[src/rtl/periph_bus_arbiter.sv]
// Two-master arbiter for the shared peripheral/memory port: round-robin with an
// m0 atomic lock, ROM write protection and one-cycle read-return routing.
module periph_bus_arbiter #(
  parameter int unsigned        ADDR_W   = 22,
  parameter int unsigned        DATA_W   = 32,
  parameter logic [ADDR_W-1:0]  ROM_TOP  = 22'h1FFFFF,
  parameter int unsigned        MAX_HOLD = 8
) (
  input  logic              clk,
  input  logic              rst_n,
  input  logic              m0_req_i,
  input  logic              m0_we_i,
  input  logic [ADDR_W-1:0] m0_addr_i,
  input  logic [DATA_W-1:0] m0_wdata_i,
  input  logic              m0_lock_i,
  input  logic              m1_req_i,
  input  logic              m1_we_i,
  input  logic [ADDR_W-1:0] m1_addr_i,
  input  logic [DATA_W-1:0] m1_wdata_i,
  output logic              m0_gnt_o,
  output logic              m1_gnt_o,
  output logic              m0_rvalid_o,
  output logic              m1_rvalid_o,
  output logic [DATA_W-1:0] m0_rdata_o,
  output logic [DATA_W-1:0] m1_rdata_o,
  output logic              m0_err_o,
  output logic              m1_err_o,
  output logic              p_req_o,
  output logic              p_we_o,
  output logic [ADDR_W-1:0] p_addr_o,
  output logic [DATA_W-1:0] p_din_o,
  input  logic [DATA_W-1:0] p_dout_i
);

  typedef enum logic {FREE = 1'b0, LOCKED0 = 1'b1} state_e;

  localparam logic [7:0] HoldMax = 8'(MAX_HOLD);

  state_e            state_q, state_d;
  logic [7:0]        hold_cnt_q, hold_cnt_d;
  logic              rr_last_q, rr_last_d;
  logic              rd_pend_q, rd_pend_d;
  logic              rd_owner_q, rd_owner_d;
  logic              m0_err_q, m0_err_d;
  logic              m1_err_q, m1_err_d;
  logic [ADDR_W-1:0] addr_hold_q, addr_hold_d;
  logic [DATA_W-1:0] din_hold_q, din_hold_d;

  logic              gnt_any;
  logic              win;
  logic              forced;
  logic              win_we;
  logic              rom_hit;
  logic [ADDR_W-1:0] win_addr;
  logic [DATA_W-1:0] win_wdata;

  // Arbitration; gnt is gated by rst_n so nothing is accepted while in reset.
  always_comb begin
    gnt_any = 1'b0;
    win     = 1'b0;
    forced  = 1'b0;
    if (state_q == LOCKED0 && m0_req_i) begin
      gnt_any = 1'b1;
      forced  = (hold_cnt_q == HoldMax) && m1_req_i;
      win     = forced;
    end else if (m0_req_i && m1_req_i) begin
      gnt_any = 1'b1;
      win     = ~rr_last_q;
    end else if (m0_req_i) begin
      gnt_any = 1'b1;
      win     = 1'b0;
    end else if (m1_req_i) begin
      gnt_any = 1'b1;
      win     = 1'b1;
    end
    if (!rst_n) begin
      gnt_any = 1'b0;
    end
    win_we    = win ? m1_we_i    : m0_we_i;
    win_addr  = win ? m1_addr_i  : m0_addr_i;
    win_wdata = win ? m1_wdata_i : m0_wdata_i;
    rom_hit   = gnt_any && win_we && (win_addr <= ROM_TOP);
  end

  always_comb begin
    state_d     = FREE;
    hold_cnt_d  = '0;
    rr_last_d   = rr_last_q;
    addr_hold_d = addr_hold_q;
    din_hold_d  = din_hold_q;
    if (gnt_any) begin
      rr_last_d   = win;
      addr_hold_d = win_addr;
      din_hold_d  = win_wdata;
    end
    // A forced m1 grant leaves win=1, so it falls through to FREE here.
    if (gnt_any && !win && m0_lock_i) begin
      state_d = LOCKED0;
      if (state_q == FREE) begin
        hold_cnt_d = 8'd1;
      end else if (hold_cnt_q < HoldMax) begin
        hold_cnt_d = hold_cnt_q + 8'd1;
      end else begin
        hold_cnt_d = hold_cnt_q;
      end
    end
    if (!m1_req_i) begin
      hold_cnt_d = '0;
    end
    rd_pend_d  = gnt_any && !win_we;
    rd_owner_d = rd_pend_d ? win : rd_owner_q;
    m0_err_d   = rom_hit && !win;
    m1_err_d   = rom_hit && win;
  end

  always_ff @(posedge clk or negedge rst_n) begin
    if (!rst_n) begin
      state_q     <= FREE;
      hold_cnt_q  <= '0;
      rr_last_q   <= 1'b1;
      rd_pend_q   <= 1'b0;
      rd_owner_q  <= 1'b0;
      m0_err_q    <= 1'b0;
      m1_err_q    <= 1'b0;
      addr_hold_q <= '0;
      din_hold_q  <= '0;
    end else begin
      state_q     <= state_d;
      hold_cnt_q  <= hold_cnt_d;
      rr_last_q   <= rr_last_d;
      rd_pend_q   <= rd_pend_d;
      rd_owner_q  <= rd_owner_d;
      m0_err_q    <= m0_err_d;
      m1_err_q    <= m1_err_d;
      addr_hold_q <= addr_hold_d;
      din_hold_q  <= din_hold_d;
    end
  end

  assign m0_gnt_o    = gnt_any && !win;
  assign m1_gnt_o    = gnt_any && win;
  assign p_req_o     = gnt_any && !rom_hit;
  assign p_we_o      = p_req_o && win_we;
  assign p_addr_o    = gnt_any ? win_addr  : addr_hold_q;
  assign p_din_o     = gnt_any ? win_wdata : din_hold_q;
  assign m0_rvalid_o = rd_pend_q && !rd_owner_q;
  assign m1_rvalid_o = rd_pend_q && rd_owner_q;
  assign m0_rdata_o  = m0_rvalid_o ? p_dout_i : '0;
  assign m1_rdata_o  = m1_rvalid_o ? p_dout_i : '0;
  assign m0_err_o    = m0_err_q;
  assign m1_err_o    = m1_err_q;

endmodule

[config.mk]
export PLATFORM = sky130hd
export DESIGN_NAME = periph_bus_arbiter
export DESIGN_NICKNAME = d
export VERILOG_FILES = /design/src/rtl/periph_bus_arbiter.sv
export SDC_FILE = /design/constraint.sdc
export NUM_CORES = 1
export LEC_CHECK = 0
export CELL_PAD_IN_SITES_DETAIL_PLACEMENT = 0
export CELL_PAD_IN_SITES_GLOBAL_PLACEMENT = 1
export CORE_UTILIZATION = 25
export DETAILED_ROUTE_END_ITERATION = 8
export GPL_ROUTABILITY_DRIVEN = 0
export PLACE_DENSITY = 0.88
export SLEW_MARGIN = 10
export SYNTH_ARGS = -nofsm -noshare
export SYNTH_HDL_FRONTEND = slang
export SYNTH_SLANG_ARGS = --single-unit
[constraint.sdc]
create_clock -name clk -period 2.8 [get_ports clk]
set_clock_uncertainty 0.05 [all_clocks]
set_input_delay 0.56 -clock clk [delete_from_list [all_inputs] [get_ports clk]]
set_output_delay 0.56 -clock clk [all_outputs]
set_load 0.02 [all_outputs]
# Yosys cells after proc, flatten, opt, wreduce, memory -nomap -nowiden
# Index checks and enable logic that the tools add are counted.
totals:
  ff_bits: 68
  latchBits: 0
  ramBits: 0
  mem_bits_ro: 0
  input_bits: 147
  out_inout_bits: 126
  mem_count: 0
op_classes:
  add_sub_neg: 1
  n_mul: 0
  n_div: 0
  magnitude_cmp: 2
  n_eq_ne: 2
  shifts: 0
  muxes: 20
  bitwise: 1
  n_reduce_logical: 19
op_table:
  columns: ["operator", "n"]
  rows:
  - ["$mux 32", 4]
  - ["$mux 22", 2]
  - ["$mux 8", 4]
  - ["$le 22x21->1 const B", 1]
  - ["$logic_and 1x1->1", 15]
  - ["$mux 1", 10]
  - ["$add 8x1->8 const B", 1]
  - ["$eq 8x4->1 const B", 1]
  - ["$lt 8x4->1 const B", 1]
  - ["$logic_not 1->1", 4]
  - ["$ne 4x3->1 const B", 1]
  - ["$not 1->1", 1]

# Depth between registers and ports, before layout
logic_depth:
  word_depth: 10
  depth_mapped: 8

# Least setup slack after synthesis
# OpenSTA, ideal clock, no wires.
synth_timing:
  path_kind: "flip-flop to output port"
  start: "register hold_cnt_q[7]"
  end: "output port p_addr_o[10]"
  t_arrival_ns: 2.016
  setup_slack_ns: 0.174
  stages_incl_launch_ff: 7
  n_path_buf: 2
  path_cell_list: "dfrtp_1 -> or4_1 -> buf_2 -> o211ai_4 -> nand2_1 -> clkbuf_1 -> o221ai_1"
synth_between:
  elab_chain_len: 5
synth_rtl:
  columns: ["item", "line", "source"]
  rows:
  - ["start, declared", "40", "logic [7:0] hold_cnt_q, hold_cnt_d;"]
  - ["start signal, assigned", "129", "hold_cnt_q <= hold_cnt_d;"]
  - ["$eq 8x4->1", "64", "forced = (hold_cnt_q == HoldMax) && m1_req_i;"]
  - ["$logic_and 1x1->1", "64", null]
  - ["$mux 1", "62", "if (state_q == LOCKED0 && m0_req_i) begin"]
  - ["$mux 22", "80", "win_addr = win ? m1_addr_i : m0_addr_i;"]
  - ["$mux 22", null, null]
  - ["end, declared", "30", "output logic [ADDR_W-1:0] p_addr_o,"]
# Every way passes these cells.

# Final worst setup path
layout_timing:
  start: "register hold_cnt_q[5]"
  end: "output port p_addr_o[17]"
# Same word-level chain as after synthesis.

==> results.txt <==
The run finished, with violations left. The final reports fail on setup timing. The total leakage power is 0.00359 uW.

Synthesis produced a netlist whose cell count is 440. The tree is rooted in a sky130_fd_sc_hd__clkbuf_16. The number of enable flip-flop cells after synthesis was 0; the total iterations of the first detailed-routing run was 4. For the unique cell type count in the Yosys netlist, the log shows 37. Total of endpoints with negative setup slack in the final report: 58. Number of antenna violations at the first check in global routing: 1. The number of buffers inserted during clock tree synthesis came out at 9. The worst setup path is of the register to output pin kind.

Adding up every negative setup slack in the final design gives -10.68 ns. Largest vdd supply drop: 0.000272 V. The die is 128 um tall. Static timing analysis puts the maximum clock frequency at 327 MHz. Timing startpoint of the critical path: hold_cnt_q[5]$_DFFE_PN0P_. In the final design database the tool counted 894 nets.

The tool flagged a number of max-cap violations equal to 0. The die covers 16400 sq um. Counting I/O delays and the setup requirement, the final critical path takes 3.06 ns. The run gives 59 as the largest net degree at the start of global routing. The largest individual stage delay along the critical path comes from the cell sky130_fd_sc_hd__or4_4. In this run the remaining antenna-violating nets after routing total 0. The worst setup path is captured at an output pin.

In this run the standard cell core region covers 15400 sq um. The number of endpoints with negative hold slack in the final report was 0; the post-synth net total was 589. The category of the worst setup path launch point is a register. Using the TritonRoute via totals, the vias-per-cell ratio works out to 4.62.

The tools report the routed wire length as 16.5 mm. For the pin with the worst max-slew slack, the measured transition is 0.792 ns. The cell family contributing the most delay on the critical path is buffers and inverters. Final critical-path share of the clock period: 109%.

First-pass GRT wire length: 24.0 mm. Along the worst path, the maximum fanout reaches 5. For the sequential share of the synthesized area, the log shows 42.9%. The hold-fix buffer count after cts came out at 0. In the final layout, the multi-input gates occupy 2280 sq um. For this run, asynchronously set or reset flops after synthesis account for 100%. After detailed routing, the number of remaining DRC violations is 0. After synthesis, the mean cell area works out to 9.03 sq um. For this run, the leading register cell type out of synthesis is sky130_fd_sc_hd__dfrtp_1.

The delay contributed by the slowest stage of the critical path is 0.56 ns. The register bit count reported by yosys is 68. Across all layers, the routed design uses 4439 vias. Setup repair after global routing could not meet its margin everywhere. TritonCTS built the clock tree. For the starting DRC count in detailed routing, the log shows 110. The number of primary I/O pins is 273. The synthesis-to-layout area growth was 105%. The signal on the critical path passes through or4_4, o211a_4, o21ai_4, buf_8, buf_12, buf_8, buf_6, o221ai_4, buf_6.

The worst register-to-register path begins at hold_cnt_q[5]$_DFFE_PN0P_. For this run, the number of Yosys warnings is 0. The run gives 68 as the number of sinks handled by clock tree synthesis.

Worst slew slack as a fraction of its limit: 47.2%. The count of standard-cell rows came out at 45. The class of the worst hold path is input pin to async pin.

The number of antenna repair diodes is 0. The final count of pins violating max slew is 0. Dividing total power by cell area gives a power density of 481 nW/um^2. After clock tree synthesis, the clock-pin slew on the worst setup and hold paths is 0.06 ns.

The hold slack was 0.145 ns. The tools report the H-tree depth reported by CTS as 3. The worst endpoint required time was 2.19 ns; the cell area reported after detailed placement was 7100 sq um.

Summing every instance area after synthesis gives 3970 sq um. The wire length per cell is 17.2 um, and the worst-case clock buffer depth is 2. The total grt overflow was 0; the effective utilization at floorplan was 25.8%. Counting both buffers and inverters, the worst setup path holds a total of 5. The count of port buffers added during placement is 272, and the clock latency at the later pin of the worst-skew pair is 0.34 ns. For the via count of the first global-routing pass, the log shows 4517. The layout has 1375 filler cells.

The worst path arrival time was 2.45 ns; the detailed placer's ending HPWL was 11.5 mm. The die is 128 um wide. Summing all flip-flop and latch instances after layout gives 1700 sq um.

The finished cells cover 8120 sq um. The proportion of layout cells with a drive suffix above 1 was 26.0%. The total global routing track utilization was 19.2%. The worst setup margin was -0.261 ns.
## stage by stage
stage / instances / total power (uW) / util, % / worst slack (ns)
3_5_place_dp: 918 / 2550 / 46.2 / -0.534
3_3_place_gp: 918 / 2530 / 46.2 / -0.449
2_1_floorplan: 440 / 1810 / - / 0.174
4_1_cts: 954 / 3730 / 49.3 / -0.340
5_1_grt: 961 / 4090 / 52.9 / -0.315
6_report: 961 / 3910 / 52.9 / -0.261
## worst reg2reg max path, delay by kind of cell (launching register included)
| kind | cells | cell delay, ns |
|---|---|---|
| AOI/OAI and AO/OA | 3 | 0.51 |
| buffers and inverters | 5 | 0.65 |
| DFF | 1 | 0.38 |
| and+or+nand+nor | 1 | 0.56 |
## cell type report
type	count	area share [%]
clock buffers	11	2.99
well taps	211	3.25
multi-input cells	279	28.1
repair buffers	329	41.4
clock inverters	5	0.647
inverters	58	2.68
flip-flops and latches	68	21.0
## synthesized netlist by cell type, types with 2 or more instances
cell type | count | area [sq um]
sky130_fd_sc_hd__nand2_1 | 109 | 409
sky130_fd_sc_hd__dfrtp_1 | 67 | 1680
sky130_fd_sc_hd__inv_1 | 58 | 218
sky130_fd_sc_hd__and2_1 | 37 | 231
sky130_fd_sc_hd__and3_1 | 32 | 200
sky130_fd_sc_hd__o221ai_2 | 32 | 480
sky130_fd_sc_hd__clkbuf_1 | 23 | 86.3
sky130_fd_sc_hd__o221ai_1 | 21 | 184
sky130_fd_sc_hd__nor2_1 | 9 | 33.8
sky130_fd_sc_hd__buf_6 | 7 | 78.8
sky130_fd_sc_hd__buf_2 | 4 | 20.0
sky130_fd_sc_hd__o21ai_0 | 4 | 20.0
sky130_fd_sc_hd__a21oi_1 | 3 | 15.0
sky130_fd_sc_hd__nand3_1 | 3 | 15.0
sky130_fd_sc_hd__nor2b_1 | 3 | 18.8
sky130_fd_sc_hd__o21a_1 | 3 | 22.5
sky130_fd_sc_hd__ha_1 | 2 | 25.0
sky130_fd_sc_hd__nand3b_1 | 2 | 15.0
sky130_fd_sc_hd__nor3b_1 | 2 | 15.0
sky130_fd_sc_hd__xnor2_1 | 2 | 17.5
## registers in the layout (all words and copies together) (netlist names)
name / count
m1_err_o: 1
rr_last_q: 1
rd_pend_q: 1
state_q: 1
m0_err_o: 1
hold_cnt_q: 8
din_hold_q: 32
addr_hold_q: 22
rd_owner_q: 1
## path summary, 6_finish.rpt
kind                                            end  slack, ns  depth (start not counted)
min in group clk           din_hold_q[11]$_DFF_PN0_       0.43                          2
min reg2reg                din_hold_q[11]$_DFF_PN0_       0.43                          2
min                        din_hold_q[27]$_DFF_PN0_       0.15                          2
max reg2reg                   rr_last_q$_DFFE_PN1P_       0.60                          9
max in group asynchronous  addr_hold_q[5]$_DFF_PN0_       1.78                          2
max                                    p_addr_o[17]      -0.26                          9
## cell families after synthesis
family / after synthesis / synth area share (%)
compound gates: 74 / 21.2
xor+xnor: 2 / 0.441
fa+ha+maj: 2 / 0.630
buf+inv: 93 / 10.3
flops: 68 / 42.9
simple gates: 201 / 24.5
## what timing repair did
action,CTS,global route
resized for setup,314,87
pin swaps,3,7
setup buffers,17,7
setup endpoints to repair,58,58
gates cloned,3,4
endpoints found under the hold margin,0,0
## power by group
group | switching (uW) | total, uW | internal [uW]
registers | 41.7 | 1160 | 1120
clock network | 444 | 1150 | 709
logic | 799 | 1590 | 795
## per-layer routing
layer | routed length, um | share of wire [%] | global-route usage [%]
met5 | 13 | 0.079 | 0
met2 | 9210 | 56 | 37.3
met3 | 1220 | 7.4 | 5.22
met1 | 5770 | 35 | 19.3
met4 | 311 | 1.9 | 7.75
## placed cells by master, fill, tap and decap left out, drive strengths merged, types with 2 or more instances in the layout
master	count
nand2	109
inv	58
clkinv	3
nor2	9
clkbuf	13
o221ai	53
nand3b	2
nor3b	2
dlymetal6s2s	2
o211ai	2
and3	32
nor2b	3
and2	38
ha	2
o21ai	6
clkdlybuf4s50	211
o21a	3
xnor2	2
nand3	3
dfrtp	67
buf	113
a21oi	3
Note: power is estimated with default switching activity, not from simulation.
